--- src/rtl/onn_pkg.sv ---
// onn_pkg: shared state encoding and width helpers for the ONN run sequencer.
package onn_pkg;
  typedef enum logic [2:0] {IDLE, LOAD, SETTLE, RUN, CAPTURE} state_t;
  localparam int SETTLE_LEN = 2;
  function automatic int cnt_w(input int n);
    return (n < 1) ? 1 : $clog2(n + 1);
  endfunction
endpackage

--- src/rtl/phase_serializer.sv ---
// phase_serializer: shifts one PHW-bit phase out MSB first, one bit per cycle.
module phase_serializer
  import onn_pkg::*;
#(
  parameter int PHW = 4
) (
  input  logic           sclk,
  input  logic           re_n,
  input  logic           clr,
  input  logic           load,
  input  logic [PHW-1:0] data,
  output logic           ser_bit,
  output logic           ser_load,
  output logic           last,
  output logic           empty
);
  localparam int BW = cnt_w(PHW);
  logic [PHW-1:0] sr;
  logic [BW-1:0]  cnt;
  always_ff @(posedge sclk or negedge re_n) begin
    if (!re_n) begin
      sr  <= '0;
      cnt <= '0;
    end else if (clr) begin
      sr  <= '0;
      cnt <= '0;
    end else if (load) begin
      sr  <= data;
      cnt <= BW'(PHW);
    end else if (cnt != '0) begin
      sr  <= sr << 1;
      cnt <= cnt - 1'b1;
    end
  end
  assign ser_bit  = sr[PHW-1];
  assign ser_load = cnt != '0;
  assign last     = cnt == BW'(1);
  assign empty    = cnt == '0;
endmodule

--- src/rtl/onn_run_sequencer.sv ---
// onn_run_sequencer: loads initial phases, runs the neuron bank until it settles
// or times out, then snapshots the phase vector.
module onn_run_sequencer
  import onn_pkg::*;
#(
  parameter int N          = 210,
  parameter int PHW        = 4,
  parameter int SETTLE_CYC = 16,
  parameter int MAX_CYC    = 4000,
  parameter int CW         = 16
) (
  input  logic             sclk,
  input  logic             re_n,
  input  logic             start,
  input  logic             abort,
  input  logic             cfg_valid,
  output logic             cfg_ready,
  input  logic [PHW-1:0]   cfg_data,
  output logic             ser_bit,
  output logic             ser_load,
  output logic             run_en,
  input  logic [N-1:0]     state_chg,
  input  logic [N*PHW-1:0] phi_in,
  output logic [N*PHW-1:0] phi_snap,
  output logic             busy,
  output logic             done,
  output logic             converged,
  output logic             timed_out,
  output logic [CW-1:0]    run_cycles
);
  localparam int BCW = cnt_w(N);
  localparam int QW  = cnt_w(SETTLE_CYC > SETTLE_LEN ? SETTLE_CYC : SETTLE_LEN);
  state_t        state;
  logic [BCW-1:0] beats;
  logic [QW-1:0]  quiet;
  logic [QW-1:0]  q_nxt;
  logic [CW-1:0]  rc_nxt;
  logic           empty, last, kill, q_hit, t_hit;
  assign kill      = abort && state != IDLE;
  assign cfg_ready = state == LOAD && empty;
  assign run_en    = state == RUN;
  assign busy      = state != IDLE;
  assign rc_nxt    = &run_cycles ? run_cycles : run_cycles + 1'b1;
  assign q_nxt     = |state_chg ? '0 : quiet + 1'b1;
  assign q_hit     = q_nxt == QW'(SETTLE_CYC);
  assign t_hit     = rc_nxt == CW'(MAX_CYC);
  phase_serializer #(.PHW(PHW)) u_ser (
    .sclk     (sclk),
    .re_n     (re_n),
    .clr      (kill),
    .load     (cfg_valid && cfg_ready),
    .data     (cfg_data),
    .ser_bit  (ser_bit),
    .ser_load (ser_load),
    .last     (last),
    .empty    (empty)
  );
  // quiet doubles as the SETTLE cycle counter; it is cleared again on entry to RUN
  always_ff @(posedge sclk or negedge re_n) begin
    if (!re_n) begin
      state      <= IDLE;
      beats      <= '0;
      quiet      <= '0;
      run_cycles <= '0;
      converged  <= 1'b0;
      timed_out  <= 1'b0;
      done       <= 1'b0;
      phi_snap   <= '0;
    end else begin
      done <= 1'b0;
      if (kill) state <= IDLE;
      else case (state)
        IDLE: if (start && !abort) begin
          state      <= LOAD;
          beats      <= '0;
          run_cycles <= '0;
          converged  <= 1'b0;
          timed_out  <= 1'b0;
        end
        LOAD: begin
          if (cfg_valid && cfg_ready) beats <= beats + 1'b1;
          if (last && beats == BCW'(N)) begin
            state <= SETTLE;
            quiet <= '0;
          end
        end
        SETTLE: begin
          quiet <= quiet + 1'b1;
          if (quiet == QW'(SETTLE_LEN - 1)) begin
            state <= RUN;
            quiet <= '0;
          end
        end
        RUN: begin
          run_cycles <= rc_nxt;
          quiet      <= q_nxt;
          if (q_hit || t_hit) begin
            state     <= CAPTURE;
            converged <= q_hit;
            timed_out <= !q_hit;
            phi_snap  <= phi_in;
            done      <= 1'b1;
          end
        end
        default: state <= IDLE;
      endcase
    end
  end
endmodule

--- config.mk ---
export PLATFORM = sky130hd
export DESIGN_NAME = onn_run_sequencer
export DESIGN_NICKNAME = d
export VERILOG_FILES = /design/src/rtl/onn_pkg.sv /design/src/rtl/phase_serializer.sv /design/src/rtl/onn_run_sequencer.sv
export SDC_FILE = /design/constraint.sdc
export NUM_CORES = 1
export LEC_CHECK = 0
export CAP_MARGIN = 40
export CORE_AREA = 2 2 740 742
export DETAILED_ROUTE_END_ITERATION = 8
export DIE_AREA = 0 0 742 744
export PLACE_DENSITY = 0.3
export SLEW_MARGIN = 10
export SYNTH_ARGS = -nofsm -noshare
export SYNTH_HDL_FRONTEND = slang
export SYNTH_SLANG_ARGS = --single-unit
--- constraint.sdc ---
create_clock -name sclk -period 4 [get_ports sclk]
set_input_delay 0.6 -clock sclk [delete_from_list [all_inputs] [get_ports sclk]]
set_output_delay 0.6 -clock sclk [all_outputs]
set_load 0.005 [all_outputs]
==> metrics.md <==
| Metric | Value |
|---|---|
| Outcome | `finished clean` |
| VDD IR max | `0.280 mV` |
| HP Class | `in2reg` |
| Full die area | `552000 um^2` |
| Vias in the first global route | `57800` |
| Post-synth ARST share | `100%` |
| TritonCTS clock tree | `built` |
| FF+latch count, synth | `882` |
| Main area contributors after synthesis | `dfrtp_1 45%, a32oi_1 15%, nand2_1 13%` |
| FMAX | `264 MHz` |
| Worst skew pair latency | `840 ps` |
| Critical path launch point type | `register` |
| Clock share of power | `54.5%` |
| Combinational Power Share | `9.0%` |
| Clk_skew | `51.8 ps` |
| Unrepaired setup endpoints after global routing | `false` |
| Drt initial violations | `5084` |
| Final Max Slew Viols | `0` |
| WP data required | `4660 ps` |
| Core ar. | `544000 um^2` |
| Vias per inst | `3.93` |
| Post-synth net total | `7269` |
| Gr ovfl total | `0` |
| Syn Inst Count | `6202` |
| Clock transition at path regs | `60 ps` |
| Worst-path cell chain | `nand4_2, or4_1, a31oi_1, nor4_4, and2_4, buf_12, buf_4, a32oi_1, nand2_1` |
| Netlist cell types | `56` |
| Final Wtd Congestion | `0.879` |
| DIE HEIGHT | `744 um` |
| Final worst path period share | `94.7%` |
| Fin nets | `8937` |
| Final setup violation count | `0` |
| Pwr Density | `294 nW/um^2` |
| Crit end category | `register` |
| Detailed Route WL | `441000 um` |
| Critical path origin | `run_cycles[9]` |
| Synth top area share | `44.6%` |
| Dominant cell type by area after synthesis | `dfrtp_1` |
| Slew HR | `21.9%` |
| Int Power | `18000 uW` |
| H-tree depth | `4` |
| Sw power | `6660 uW` |
| Sequential share of power | `36.6%` |
| Final hold vios | `0` |
| Ys flop type | `dfrtp_1` |
| Sequential-to-total area share from yosys stat | `44.6%` |
| Critical Setup Path Class | `reg2reg` |
| GR Util All Layers | `15.2%` |
| CP arrival | `4450 ps` |
| Vias | `60000` |
| Synth Area per Inst | `7.97 um^2` |
| Sw frac | `27.0%` |
| Min Tclk post-route | `3790 ps` |
| Setup slack at placement | `-296 ps` |
| MaxCap Viol Count | `0` |
| WL/cell | `28.9 um` |
| Number of synthesized flops with an enable pin | `0` |
| Largest net degree at the start of global routing | `130` |
| Mapped cell area | `49400 um^2` |
| Ports | `1923` |
| Worst setup margin | `211 ps` |
| Global-route wire length before repair | `574000 um` |
| Worst r2r src | `run_cycles[9]` |
| Share of cells above drive strength 1 | `7.83%` |
| Hold wc startpoint | `cfg_data[3]` |
| Residual DRC | `0` |
| Dpl hpwl | `351000 um` |
| Max FO, Critical Path | `20` |
| Syn. warnings | `0` |
| Num CTS Buffers | `145` |
| Layout Area Growth over Synthesis | `69.4%` |
| Port buffer count | `1922` |
| Leak | `0.0318 uW` |
| Actual slew at the worst max-slew pin | `1170 ps` |
| Final core occ | `15.4%` |
| Most frequent cell after synthesis | `nand2_1` |
| First drt pass iteration count | `6` |
| CTS max path bufs | `4` |
| Starting Density | `9.10%` |
| Clk sink count | `882` |
| Rows | `271` |
| CP max stage delay | `660 ps` |
| Chip Width | `742 um` |
| Max stage delay cell, worst path | `or4_1` |
| Commonest cells in the netlist | `1712 x nand2_1, 882 x dfrtp_1, 858 x nand3_1` |
| Root Buffer | `clkbuf_16` |
| Antenna Nets Post-Route | `0` |
| Initial antenna violation count | `200` |
per-stage QoR:
stage	std cells	cell area, um^2	TNS [ps]	hold slack [ps]	power (uW)
final	15300	83700	0	390	24600
after global routing	15200	83600	0	328	25600
after CTS	15200	83500	0	244	25300
after detailed placement	15000	78600	-53940	476	11400
after global placement	15000	78600	-190830	474	11400
after floorplan	6202	49400	0	304	9560
critical path: cells and delay by family (launching register included):
family	cells	cell delay, ps
AOI/OAI and AO/OA	2	940
buffers and inverters	2	460
DFF	1	610
and+or+nand+nor	5	1470
layout make-up:
cell class | count | area, um^2
Fill cell | 61300 | 460000
Multi-Input combinational cell | 4539 | 24300
Timing Repair Buffer | 2289 | 23300
Sequential cell | 882 | 22100
Tap cell | 7234 | 9050
Clock buffer | 193 | 4070
Clock inverter | 63 | 795
Antenna cell | 56 | 140
Inverter | 13 | 48.8
routing by layer:
| layer | vias to the layer above | GRT usage [%] | wire (um) |
|---|---|---|---|
| met2 | 2660 | 25.3 | 207000 |
| li1 | 26200 | - | - |
| met5 | - | 0 | 1070 |
| met3 | 655 | 7.16 | 48400 |
| met1 | 30300 | 16.9 | 167000 |
| met4 | 160 | 5.47 | 17500 |
final timing paths:
check                                 to  cells past startpoint  slack (ps)
max                        phi_snap[455]                      9         210
min                          u_ser.sr[3]                      3         390
max reg2reg                phi_snap[455]                      9         210
min reg2reg                 phi_snap[81]                      2         480
max in group asynchronous  phi_snap[113]                      3        2040
min in group asynchronous       beats[2]                      2         420
power by group through the flow:
stage,Clock [uW],Sequential [uW],Combinational [uW]
after detailed placement,0,9170,2220
after global placement,0,9160,2200
after floorplan,0,9150,407
final,13400,9010,2210
after global routing,14300,9010,2360
after CTS,14000,9010,2230
sequential cells by signal (all words and copies together), names as in the netlist:
signal,count
timed_out,1
phi_snap,840
state,3
u_ser.sr,4
quiet,5
run_cycles,16
u_ser.cnt,3
done,1
converged,1
beats,8
cells in the final DEF (no fill, tap or decap), types with 22 or more instances in the layout:
cell type        instances
o21ai_0                 33
nand4_1                 24
dfrtp_1                882
a32oi_1                839
nand3_1                858
clkbuf_8                26
clkdlybuf4s50_1       1921
nor3_1                 848
clkbuf_16              146
clkbuf_1                22
nor2_1                  26
clkinv_2                24
diode_2                 56
buf_4                  264
buf_12                  96
nor4_1                  69
nand2_1               1711
logic make-up after synthesis:
group	count (synthesis)	share of synthesized area, %
DFF	882	44.6
adders and majority gates	8	0.202
muxes	8	0.162
and+or+nand+nor	3588	32.5
xor gates and xnor gates	6	0.106
buffers and inverters	781	6.43
AOI/OAI and AO/OA	929	16.0
repair_timing:
action                     in CTS  in global routing
setup buffers                   0                  3
hold buffers                    1                  0
setup endpoints to repair     231                269
resized for setup               5                 10
hold endpoints to repair       13                  0
pin swaps                       0                  0
Power figures use the tool's default switching activity.
